<file path="src/rtl/z_core_pkg.sv">
// -----------------------------------------------------------------------------
// z_core_pkg
// Shared types and constants for the Z-Core instruction-cache refill path.
//   refill_state_t : refill controller states (IDLE/REQ/WAIT_RSP/WRITE/DRAIN)
//   WORD_OFFSET    : number of byte-offset bits below an instruction word
// -----------------------------------------------------------------------------
package z_core_pkg;

  typedef enum logic [2:0] {
    IDLE     = 3'd0,
    REQ      = 3'd1,
    WAIT_RSP = 3'd2,
    WRITE    = 3'd3,
    DRAIN    = 3'd4
  } refill_state_t;

  localparam int unsigned WORD_OFFSET = 2;

endpackage

</file>
<file path="src/rtl/z_core_icache_refill.sv">
// -----------------------------------------------------------------------------
// z_core_icache_refill
// Miss-refill controller for the Z-Core instruction cache. On a cache miss it
// stalls fetch, issues a single word read to memory, and writes the returned
// word into the cache through its synchronous write port.
//
// Optional feature macro: Z_CORE_REFILL_TIMEOUT_EN
//   When defined, a response that does not arrive within TIMEOUT_CYCLES cycles
//   of WAIT_RSP/DRAIN aborts the refill and pulses refill_err.
//
// Ports:
//   clk, rst        : clock, asynchronous active-high reset
//   fetch_addr      : address presented to the cache by the fetch stage
//   cache_miss      : combinational miss for fetch_addr
//   flush           : pipeline redirect, abandons the current refill
//   stall           : hold the fetch stage
//   cache_wen       : cache write strobe (one cycle per completed refill)
//   cache_addr      : cache write address (registered)
//   cache_wdata     : cache write data (registered)
//   mem_req_valid   : read request valid (held until mem_req_ready)
//   mem_req_ready   : memory accepts request
//   mem_req_addr    : word-aligned request address
//   mem_rsp_valid   : single-cycle read data valid
//   mem_rsp_data    : read data
//   refill_err      : one-cycle timeout pulse (0 when the feature is off)
// -----------------------------------------------------------------------------
module z_core_icache_refill
  import z_core_pkg::*;
#(
  parameter int unsigned ADDR_WIDTH     = 32,
  parameter int unsigned DATA_WIDTH     = 32,
  parameter int unsigned TIMEOUT_CYCLES = 64
) (
  input  logic                  clk,
  input  logic                  rst,
  input  logic [ADDR_WIDTH-1:0] fetch_addr,
  input  logic                  cache_miss,
  input  logic                  flush,
  output logic                  stall,
  output logic                  cache_wen,
  output logic [ADDR_WIDTH-1:0] cache_addr,
  output logic [DATA_WIDTH-1:0] cache_wdata,
  output logic                  mem_req_valid,
  input  logic                  mem_req_ready,
  output logic [ADDR_WIDTH-1:0] mem_req_addr,
  input  logic                  mem_rsp_valid,
  input  logic [DATA_WIDTH-1:0] mem_rsp_data,
  output logic                  refill_err
);

  // Clears the byte offset within an instruction word.
  localparam logic [ADDR_WIDTH-1:0] ALIGN_MASK =
    ~((ADDR_WIDTH'(1) << WORD_OFFSET) - ADDR_WIDTH'(1));

  refill_state_t         state_reg, state_next;
  logic [ADDR_WIDTH-1:0] miss_addr_reg, miss_addr_next;
  logic [DATA_WIDTH-1:0] data_reg, data_next;
  // Remembers a flush seen while the request was still waiting for ready, so
  // the eventual response is drained instead of written.
  logic                  drop_reg, drop_next;
  logic                  timeout_hit;
  logic                  err_pulse;

`ifdef Z_CORE_REFILL_TIMEOUT_EN
  localparam int unsigned TMO_W = $clog2(TIMEOUT_CYCLES + 1);

  logic [TMO_W-1:0] timeout_cnt_reg;

  // Counts cycles spent in WAIT_RSP/DRAIN; any state change restarts it, which
  // covers both entry into WAIT_RSP and the WAIT_RSP -> DRAIN hand-off.
  always_ff @(posedge clk or posedge rst) begin
    if (rst) begin
      timeout_cnt_reg <= '0;
    end else if (state_next != state_reg) begin
      timeout_cnt_reg <= '0;
    end else if (state_reg == WAIT_RSP || state_reg == DRAIN) begin
      timeout_cnt_reg <= timeout_cnt_reg + TMO_W'(1);
    end
  end

  assign timeout_hit = (timeout_cnt_reg == TMO_W'(TIMEOUT_CYCLES));
`else
  logic [31:0] unused_timeout_cfg;
  assign unused_timeout_cfg = TIMEOUT_CYCLES;
  assign timeout_hit        = 1'b0;
`endif

  always_ff @(posedge clk or posedge rst) begin
    if (rst) begin
      state_reg     <= IDLE;
      miss_addr_reg <= '0;
      data_reg      <= '0;
      drop_reg      <= 1'b0;
    end else begin
      state_reg     <= state_next;
      miss_addr_reg <= miss_addr_next;
      data_reg      <= data_next;
      drop_reg      <= drop_next;
    end
  end

  always_comb begin
    state_next     = state_reg;
    miss_addr_next = miss_addr_reg;
    data_next      = data_reg;
    drop_next      = drop_reg;
    stall          = 1'b1;
    mem_req_valid  = 1'b0;
    cache_wen      = 1'b0;
    err_pulse      = 1'b0;

    unique case (state_reg)
      IDLE: begin
        // Responses arriving here belong to nobody and are ignored.
        stall     = cache_miss;
        drop_next = 1'b0;
        if (cache_miss && !flush) begin
          miss_addr_next = fetch_addr & ALIGN_MASK;
          state_next     = REQ;
        end
      end

      REQ: begin
        mem_req_valid = 1'b1;
        if (flush) begin
          drop_next = 1'b1;
        end
        if (mem_req_ready) begin
          drop_next  = 1'b0;
          state_next = (drop_reg || flush) ? DRAIN : WAIT_RSP;
        end
      end

      WAIT_RSP: begin
        // A response in the same cycle as flush is still good data.
        if (mem_rsp_valid) begin
          data_next  = mem_rsp_data;
          state_next = WRITE;
        end else if (timeout_hit) begin
          err_pulse  = 1'b1;
          state_next = IDLE;
        end else if (flush) begin
          state_next = DRAIN;
        end
      end

      WRITE: begin
        cache_wen  = 1'b1;
        state_next = IDLE;
      end

      DRAIN: begin
        // Swallow the single outstanding response before accepting a new miss.
        if (mem_rsp_valid) begin
          state_next = IDLE;
        end else if (timeout_hit) begin
          err_pulse  = 1'b1;
          state_next = IDLE;
        end
      end

      default: begin
        state_next = IDLE;
      end
    endcase
  end

  assign cache_addr   = miss_addr_reg;
  assign cache_wdata  = data_reg;
  assign mem_req_addr = miss_addr_reg;
  assign refill_err   = err_pulse;

endmodule

</file>
<file path="config.mk">
export PLATFORM = sky130hd
export DESIGN_NAME = z_core_icache_refill
export DESIGN_NICKNAME = d
export VERILOG_FILES = /design/src/rtl/z_core_pkg.sv /design/src/rtl/z_core_icache_refill.sv
export SDC_FILE = /design/constraint.sdc
export NUM_CORES = 1
export LEC_CHECK = 0
export BUFFER_PORTS_ARGS = -buffer_cell sky130_fd_sc_hd__buf_2
export CAP_MARGIN = 20
export CORE_MARGIN = 2
export CORE_UTILIZATION = 40
export CTS_CLUSTER_SIZE = 12
export DETAILED_ROUTE_END_ITERATION = 10
export MAX_ROUTING_LAYER = met4
export PLACE_DENSITY_LB_ADDON = 0.2
export SLEW_MARGIN = 15
export SYNTH_ARGS = -nofsm -noshare
export SYNTH_HDL_FRONTEND = slang
export SYNTH_SLANG_ARGS = --single-unit
export TNS_END_PERCENT = 20
</file>
<file path="constraint.sdc">
create_clock -name clk -period 1.95 [get_ports clk]
set_clock_uncertainty 0.15 [all_clocks]
set_input_delay 0.195 -clock clk [delete_from_list [all_inputs] [get_ports clk]]
set_output_delay 0.195 -clock clk [all_outputs]
set_load 0.05 [all_outputs]
</file>
==> run summary, run 1 <==
DRT iter0 DRCs = 62
setup TNS = 0 ns
Setup crit start kind = flop
post-synthesis cell area = 2950 um2
DR vias/cell = 4.38
via count = 2209
first drt pass iteration count = 4
core area = 7180 um2
starting density of the core = 41.1%
clock buffer count from CTS = 9
total track usage = 16.9%
Post-synth ARST share = 100%
hold_ws = 0.0310 ns
final setup vio count = 0
pre-CTS setup slack = 0.168 ns
clock tree from TritonCTS = built
Max Freq = 557 MHz
Core Rows = 31
Arr. time, crit path = 1.86 ns
Syn. warnings = 0
nets@finish = 470
Crit. Startpoint = state_reg[2]$_DFFE_PP0P_
min-delay worst type = in2reg
commonest register cell after synthesis = dfrtp_1
Buffers on Ports = 162
Worst path slowest cell = dfrtp_1
Final Critical Period = 1.80 ns
n_diodes = 0
DIE WIDTH = 89.8 um
area growth from synthesis to layout = 52.8%
share of layout cells above drive strength 1 = 61.0%
Seq/Total Area, Yosys = 56.1%
placer congestion estimate = 0.843
post-DP HPWL = 4200 um
crit-path max FO = 30
Synth cell types = 27
global-route wire length before repair = 10700 um
final WL = 6530 um
antenna viol nets, final = 0
vias in the first global route = 2202
min-delay src = mem_req_ready
htree depth = 3
clock sinks = 66
GRT overflow = 0
initial antenna violation count = 0
IO Pins = 170
Synth Instances = 198
reg2reg start = state_reg[2]$_DFFE_PP0P_
Yosys reg bits = 66
Fin. Hold Viols = 0
status = completed
max-slew violations = 0
worst path cell trace = nor2_1 -> and3_2 -> buf_12 -> mux2_2
die area = 8070 um2
WP data required = 2.01 ns
RSZ-0062 raised after global routing = false
max reg flops = 32
critical path class = reg2reg
Max Buffers Root-to-Sink = 2
Setup crit end kind = flop
worst-skew pair later-pin latency = 0.32 ns
WL/cell = 13.0 um
largest net degree at the start of global routing = 67
Post-synth EDFFs = 0
Avg Inst Size Synth = 14.9 um2
max_cap viols = 0
root buffer cell = clkbuf_8
Largest stage delay, worst path = 0.46 ns
DRC Markers = 0
Final Worst Setup Slack = 0.154 ns
Final Cycle Share = 92.1%
clock-pin slew on the worst setup and hold paths = 0.07 ns
die height = 89.8 um
-- metrics by stage --
stage          utilization [%]  cell area, um2  instances
5_1_grt                   62.8            4500        504
4_1_cts                   62.7            4500        504
3_5_place_dp              50.6            3630        424
6_report                  62.8            4500        504
3_3_place_gp              50.6            3630        424
2_1_floorplan                -            2970        202
-- logic make-up (layout without fill, tap and decap cells) --
group,count (synthesis),in the layout,synth area share (%)
flops,66,66,56.1
mux,63,63,27.9
buf+inv,45,248,11.4
simple gates,16,16,2.97
compound gates,7,7,1.61
other cells,1,5,0.127
-- cells in the final DEF (no fill, tap or decap), types with 2 or more instances in the layout --
master,n
mux2_1,2
dfrtp_1,66
buf_2,162
nand2_1,2
buf_12,2
bufinv_16,2
buf_4,3
mux2_2,30
nand2b_1,2
clkbuf_8,10
a21oi_1,3
clkinv_4,2
mux2_4,30
clkinvlp_4,2
nor2_1,3
conb_1,5
nor2_2,2
dlygate4sd3_1,64
-- what timing repair did --
action                                 CTS  global route
endpoints found under the hold margin  129             0
resized for setup                        0             1
hold buffers                            64             0
buffers inserted                         0             0
setup endpoints to repair                0             1
-- path summary, 6_finish.rpt --
kind,to,slack [ns],depth (start not counted)
max,cache_wdata[27]$_DFFE_PP0P_,0.15,4
min reg2reg,cache_wdata[25]$_DFFE_PP0P_,0.36,1
max in group asynchronous,state_reg[0]$_DFFE_PP0P_,1.02,4
max reg2reg,cache_wdata[27]$_DFFE_PP0P_,0.15,4
min in group asynchronous,cache_addr[9]$_DFFE_PP0P_,0.36,4
min,state_reg[0]$_DFFE_PP0P_,0.03,3
-- Yosys cell counts, drive strengths merged, types with 2 or more instances --
library cell	number	share of area [%]
nand2b	2	0.42
a21oi	3	0.51
buf	43	11
nand2	2	0.25
mux2	62	28
dfrtp	66	56
nor2	5	0.72
-- critical path: cells and delay by family (launching register included) --
kind | cells | cell delay [ns]
and+or+nand+nor | 2 | 0.43
DFF | 1 | 0.46
muxes | 1 | 0.37
buffers and inverters | 1 | 0.26
-- final cells by class --
class / count / area, um2
clock buffer: 10 / 138
multi-input combinational: 91 / 978
inverter: 1 / 7.51
clock inverter: 6 / 90.1
tap: 99 / 124
sequential: 66 / 1650
fill: 559 / 2670
timing repair buffer: 231 / 1510
-- layer usage --
| layer | vias to the layer above | GRT usage (%) | wire, um |
|---|---|---|---|
| li1 | 1039 | - | - |
| met1 | 1067 | 18.9 | 2580 |
| met2 | 96 | 29.5 | 3450 |
| met3 | 7 | 4.11 | 434 |
| met4 | 0 | 6.41 | 61 |
| met5 | - | - | 0 |
Power of run 1 is not shown: default switching activity piles up to over one toggle a cycle in this logic, so the estimate is an artifact.
==> run 2, diff against run 1 <==
--- a/config.mk
+++ b/config.mk
@@ -11,6 +11,7 @@
 export CORE_UTILIZATION = 40
 export CTS_CLUSTER_SIZE = 12
 export DETAILED_ROUTE_END_ITERATION = 10
+export HOLD_SLACK_MARGIN = 0.06
 export MAX_ROUTING_LAYER = met4
 export PLACE_DENSITY_LB_ADDON = 0.2
 export SLEW_MARGIN = 15
==> run summary, run 2 (synthesis gave the netlist of run 1 again) <==
status = completed
final setup vio count = 0
DRC Markers = 0
Buffers on Ports = 162
IO Pins = 170
WP data required = 1.60 ns
Arr. time, crit path = 1.45 ns
FF-to-FF setup slack = 0.16 ns
share of layout cells above drive strength 1 = 60.5%
global-route wire length before repair = 10800 um
GRT overflow = 0
fill count = 557
total track usage = 17.2%
clock sinks = 66
Critical Path Sink = mem_req_valid
die height = 89.8 um
commonest non-fill, non-tap cell in the layout = buf_2
max_cap viols = 0
max-slew violations = 0
DRT iter0 DRCs = 50
reg2reg start = state_reg[2]$_DFFE_PP0P_
WL/cell = 13.0 um
placer congestion estimate = 0.843
Max Freq = 557 MHz
DR vias/cell = 4.40
setup TNS = 0 ns
DIE WIDTH = 89.8 um
area growth from synthesis to layout = 53.8%
Setup crit start kind = flop
Max Buffers Root-to-Sink = 2
nets@finish = 473
most frequent cells in the layout = 162 x buf_2, 67 x dlygate4sd3_1, 66 x dfrtp_1
max reg flops = 32
largest net degree at the start of global routing = 67
RSZ-0062 raised after global routing = false
starting density of the core = 41.1%
core area = 7180 um2
htree depth = 3
first drt pass iteration count = 4
critical path class = reg2out
Final Critical Period = 1.79 ns
crit-path max FO = 8
antenna viol nets, final = 0
Fin. Hold Viols = 0
n_diodes = 0
clock tree from TritonCTS = built
post-DP HPWL = 4200 um
min-delay worst type = in2reg
die area = 8070 um2
final core occ = 63.2%
FF-to-FF path depth = 4
Final Cycle Share = 92.0%
worst reg2reg endpoint = cache_wdata[27]$_DFFE_PP0P_
final WL = 6610 um
vias in the first global route = 2234
clock-pin slew on the worst setup and hold paths = 0.07 ns
Core Rows = 31
via count = 2230
worst-skew pair later-pin latency = 0.32 ns
initial antenna violation count = 0
clock buffer count from CTS = 9
Crit. Startpoint = state_reg[1]$_DFFE_PP0P_
root buffer cell = clkbuf_8
Setup crit end kind = output pin
-- run 2: critical path, stage by stage, from the launching register on --
cell and delay, ns:
dfrtp_1 0.49, nor2_2 0.24, and2_1 0.15, buf_2 0.25
-- run 2: cell type report --
cell class | instances | area, um2 | share of cell area, %
Clock buffer | 10 | 138 | 3.04
Timing Repair Buffer | 234 | 1540 | 34.1
Sequential cell | 66 | 1650 | 36.4
Multi-Input combinational cell | 91 | 978 | 21.6
Inverter | 1 | 7.51 | 0.166
Tap cell | 99 | 124 | 2.73
Clock inverter | 6 | 90.1 | 1.99
-- run 2: what timing repair did --
action	CTS	global route
endpoints found under the hold margin	132	0
buffers inserted	0	0
resized for setup	0	1
hold buffers	67	0
endpoints found under the setup margin	0	2
-- run 2: worst min path at each step --
stage	startpoint	to	depth (start not counted)
global placement	rst	cache_wdata[22]$_DFFE_PP0P_	3
detailed placement	rst	cache_addr[9]$_DFFE_PP0P_	3
floorplan	mem_rsp_valid	state_reg[2]$_DFFE_PP0P_	1
finish	cache_miss	state_reg[0]$_DFFE_PP0P_	3
global route	cache_miss	state_reg[0]$_DFFE_PP0P_	3
CTS	cache_miss	state_reg[0]$_DFFE_PP0P_	3
-- run 2: per-stage QoR --
| stage | std cells | hold slack, ns | setup slack [ns] | cell area, um2 |
|---|---|---|---|---|
| CTS | 507 | 0.116 | 0.0905 | 4530 |
| global placement | 424 | 0.164 | 0.234 | 3630 |
| detailed placement | 424 | 0.166 | 0.168 | 3630 |
| floorplan | 202 | 0.142 | 0.313 | 2970 |
| finish | 507 | 0.131 | 0.156 | 4530 |
| global route | 507 | 0.179 | 0.0550 | 4530 |
-- run 2: metal layers --
layer | vias to the layer above | part of all wire [%] | wire (um) | track usage [%]
li1 | 1047 | - | - | -
met1 | 1076 | 39 | 2610 | 19.1
met2 | 100 | 53 | 3490 | 30.1
met3 | 7 | 6.8 | 448 | 4.02
met4 | 0 | 0.92 | 61 | 6.67
met5 | - | 0 | 0 | -
Power of run 2 is left out for the same reason.
==> run 3, diff against run 2 <==
--- a/config.mk
+++ b/config.mk
@@ -5,12 +5,13 @@
 export SDC_FILE = /design/constraint.sdc
 export NUM_CORES = 1
 export LEC_CHECK = 0
-export BUFFER_PORTS_ARGS = -buffer_cell sky130_fd_sc_hd__buf_2
 export CAP_MARGIN = 20
 export CORE_MARGIN = 2
-export CORE_UTILIZATION = 40
+export CORE_UTILIZATION = 50
+export CTS_BUF_LIST = sky130_fd_sc_hd__clkbuf_4
 export CTS_CLUSTER_SIZE = 12
 export DETAILED_ROUTE_END_ITERATION = 10
+export DONT_BUFFER_PORTS = 1
 export HOLD_SLACK_MARGIN = 0.06
 export MAX_ROUTING_LAYER = met4
 export PLACE_DENSITY_LB_ADDON = 0.2
==> run summary, run 3 (synthesis gave the netlist of run 1 again) <==
max reg flops = 32
max_cap viols = 0
Max Buffers Root-to-Sink = 2
final setup vio count = 0
GRT overflow = 0
Max Freq = 547 MHz
min-delay src = flush
reg2reg start = state_reg[2]$_DFFE_PP0P_
WP data required = 2.12 ns
vias in the first global route = 1923
post-DP HPWL = 3910 um
nets@finish = 344
largest net degree at the start of global routing = 36
DIE WIDTH = 80.8 um
pre-CTS setup slack = 0.249 ns
Arr. time, crit path = 2.00 ns
n_diodes = 0
M3 GR Usage = 5.33%
DRT iter0 DRCs = 38
placer congestion estimate = 0.829
FF/Latch Area = 1650 um2
IO Pins = 170
Buffers on Ports = 0
fill count = 394
Final Cycle Share = 93.7%
fin area = 3840 um2
WL/cell = 17.6 um
Worst Hold End = state_reg[0]$_DFFE_PP0P_
status = completed
global route hottest layer = met2
root buffer cell = clkbuf_4
clock sinks = 66
grt met1 use = 20.6%
clock tree from TritonCTS = built
Largest stage delay, worst path = 0.59 ns
min-delay worst type = in2reg
share of layout cells above drive strength 1 = 40.4%
global-route wire length before repair = 9390 um
Post-CTS Setup Inserts = 0
most frequent cells in the layout = 69 x dlygate4sd3_1, 66 x dfrtp_1, 33 x buf_4
Setup crit start kind = flop
Max-slew headroom = 53.4%
Core Rows = 27
first drt pass iteration count = 4
Worst Tran Pin Value = 0.698 ns
met2 GRT Util = 36.2%
die area = 6520 um2
core area = 5610 um2
RSZ-0062 raised after global routing = false
Worst path slowest cell = dlygate4sd3_1
max-slew violations = 0
critical path class = reg2reg
via count = 1766
setup TNS = 0 ns
Crit. Startpoint = state_reg[2]$_DFFE_PP0P_
initial antenna violation count = 0
die height = 80.8 um
DRC Markers = 0
Placed Area = 3030 um2
antenna viol nets, final = 0
commonest non-fill, non-tap cell in the layout = dlygate4sd3_1
htree depth = 3
Final Critical Period = 1.83 ns
footprint of the multi-input gates = 978 um2
Final Worst Setup Slack = 0.123 ns
clock buffer count from CTS = 9
worst reg2reg endpoint = state_reg[2]$_DFFE_PP0P_
total track usage = 20.4%
final WL = 6130 um
Setup crit end kind = flop
clock-pin slew on the worst setup and hold paths = 0.09 ns
FF-to-FF path depth = 4
crit-path max FO = 7
Fin. Hold Viols = 0
worst hold path depth = 3
FF-to-FF setup slack = 0.12 ns
area growth from synthesis to layout = 30.4%
DR vias/cell = 5.06
worst path cell trace = and2b_1 -> mux2i_1 -> o31ai_1 -> dlygate4sd3_1
worst-skew pair later-pin latency = 0.38 ns
starting density of the core = 52.5%
-- run 3: changes by cell type in the layout (fill, tap and decap cells not counted), sizes merged --
cell	before	now
clkinv	3	4
clkbuf	10	9
bufinv	2	1
dlygate4sd3	67	69
buf	167	36
clkinvlp	2	1
-- run 3: metal layers --
| layer | up-vias | share of wire, % |
|---|---|---|
| met3 | 12 | 6.9 |
| met1 | 858 | 36 |
| li1 | 789 | - |
| met5 | - | 0 |
| met4 | 0 | 1.8 |
| met2 | 107 | 55 |
-- run 3: per-stage QoR --
step                      std cells  utilization [%]  hold slack [ns]
final                           349             68.5            0.135
after global routing            349             68.5            0.145
after CTS                       349             68.5            0.106
after detailed placement        266             54.1           0.0558
after global placement          266             54.1           0.0269
after floorplan                 202                -            0.142
-- run 3: repair_timing --
action	4_1_cts	5_1_grt
hold buffers	69	0
setup endpoints to repair	0	3
endpoints found under the hold margin	128	0
gates resized for setup	0	1
-- run 3: worst max path at each step --
stage                                        endpoint  cells past startpoint  slack (ns)
after floorplan                             cache_wen                      3        0.31
after global placement    cache_wdata[27]$_DFFE_PP0P_                      4        0.32
after detailed placement  cache_wdata[27]$_DFFE_PP0P_                      4        0.25
after CTS                                       stall                      2        0.02
after global routing                    mem_req_valid                      3        0.03
final                        state_reg[2]$_DFFE_PP0P_                      4        0.12
-- run 3: critical path: cells and delay by family (launching register included) --
family / cells / cell delay (ns)
AO/OA/AOI/OAI: 1 / 0.24
AND/OR/NAND/NOR: 1 / 0.24
buffers and inverters: 1 / 0.59
flip-flops: 1 / 0.48
multiplexers: 1 / 0.07
-- run 3: area by class of cell --
| type | instances | share of cell area (%) |
|---|---|---|
| Sequential cell | 66 | 43.0 |
| Clock buffer | 9 | 1.76 |
| Multi-Input combinational cell | 91 | 25.5 |
| Inverter | 1 | 0.195 |
| Clock inverter | 5 | 1.24 |
| Tap cell | 72 | 2.35 |
| Timing Repair Buffer | 105 | 26.0 |
Power of run 3 is left out for the same reason.
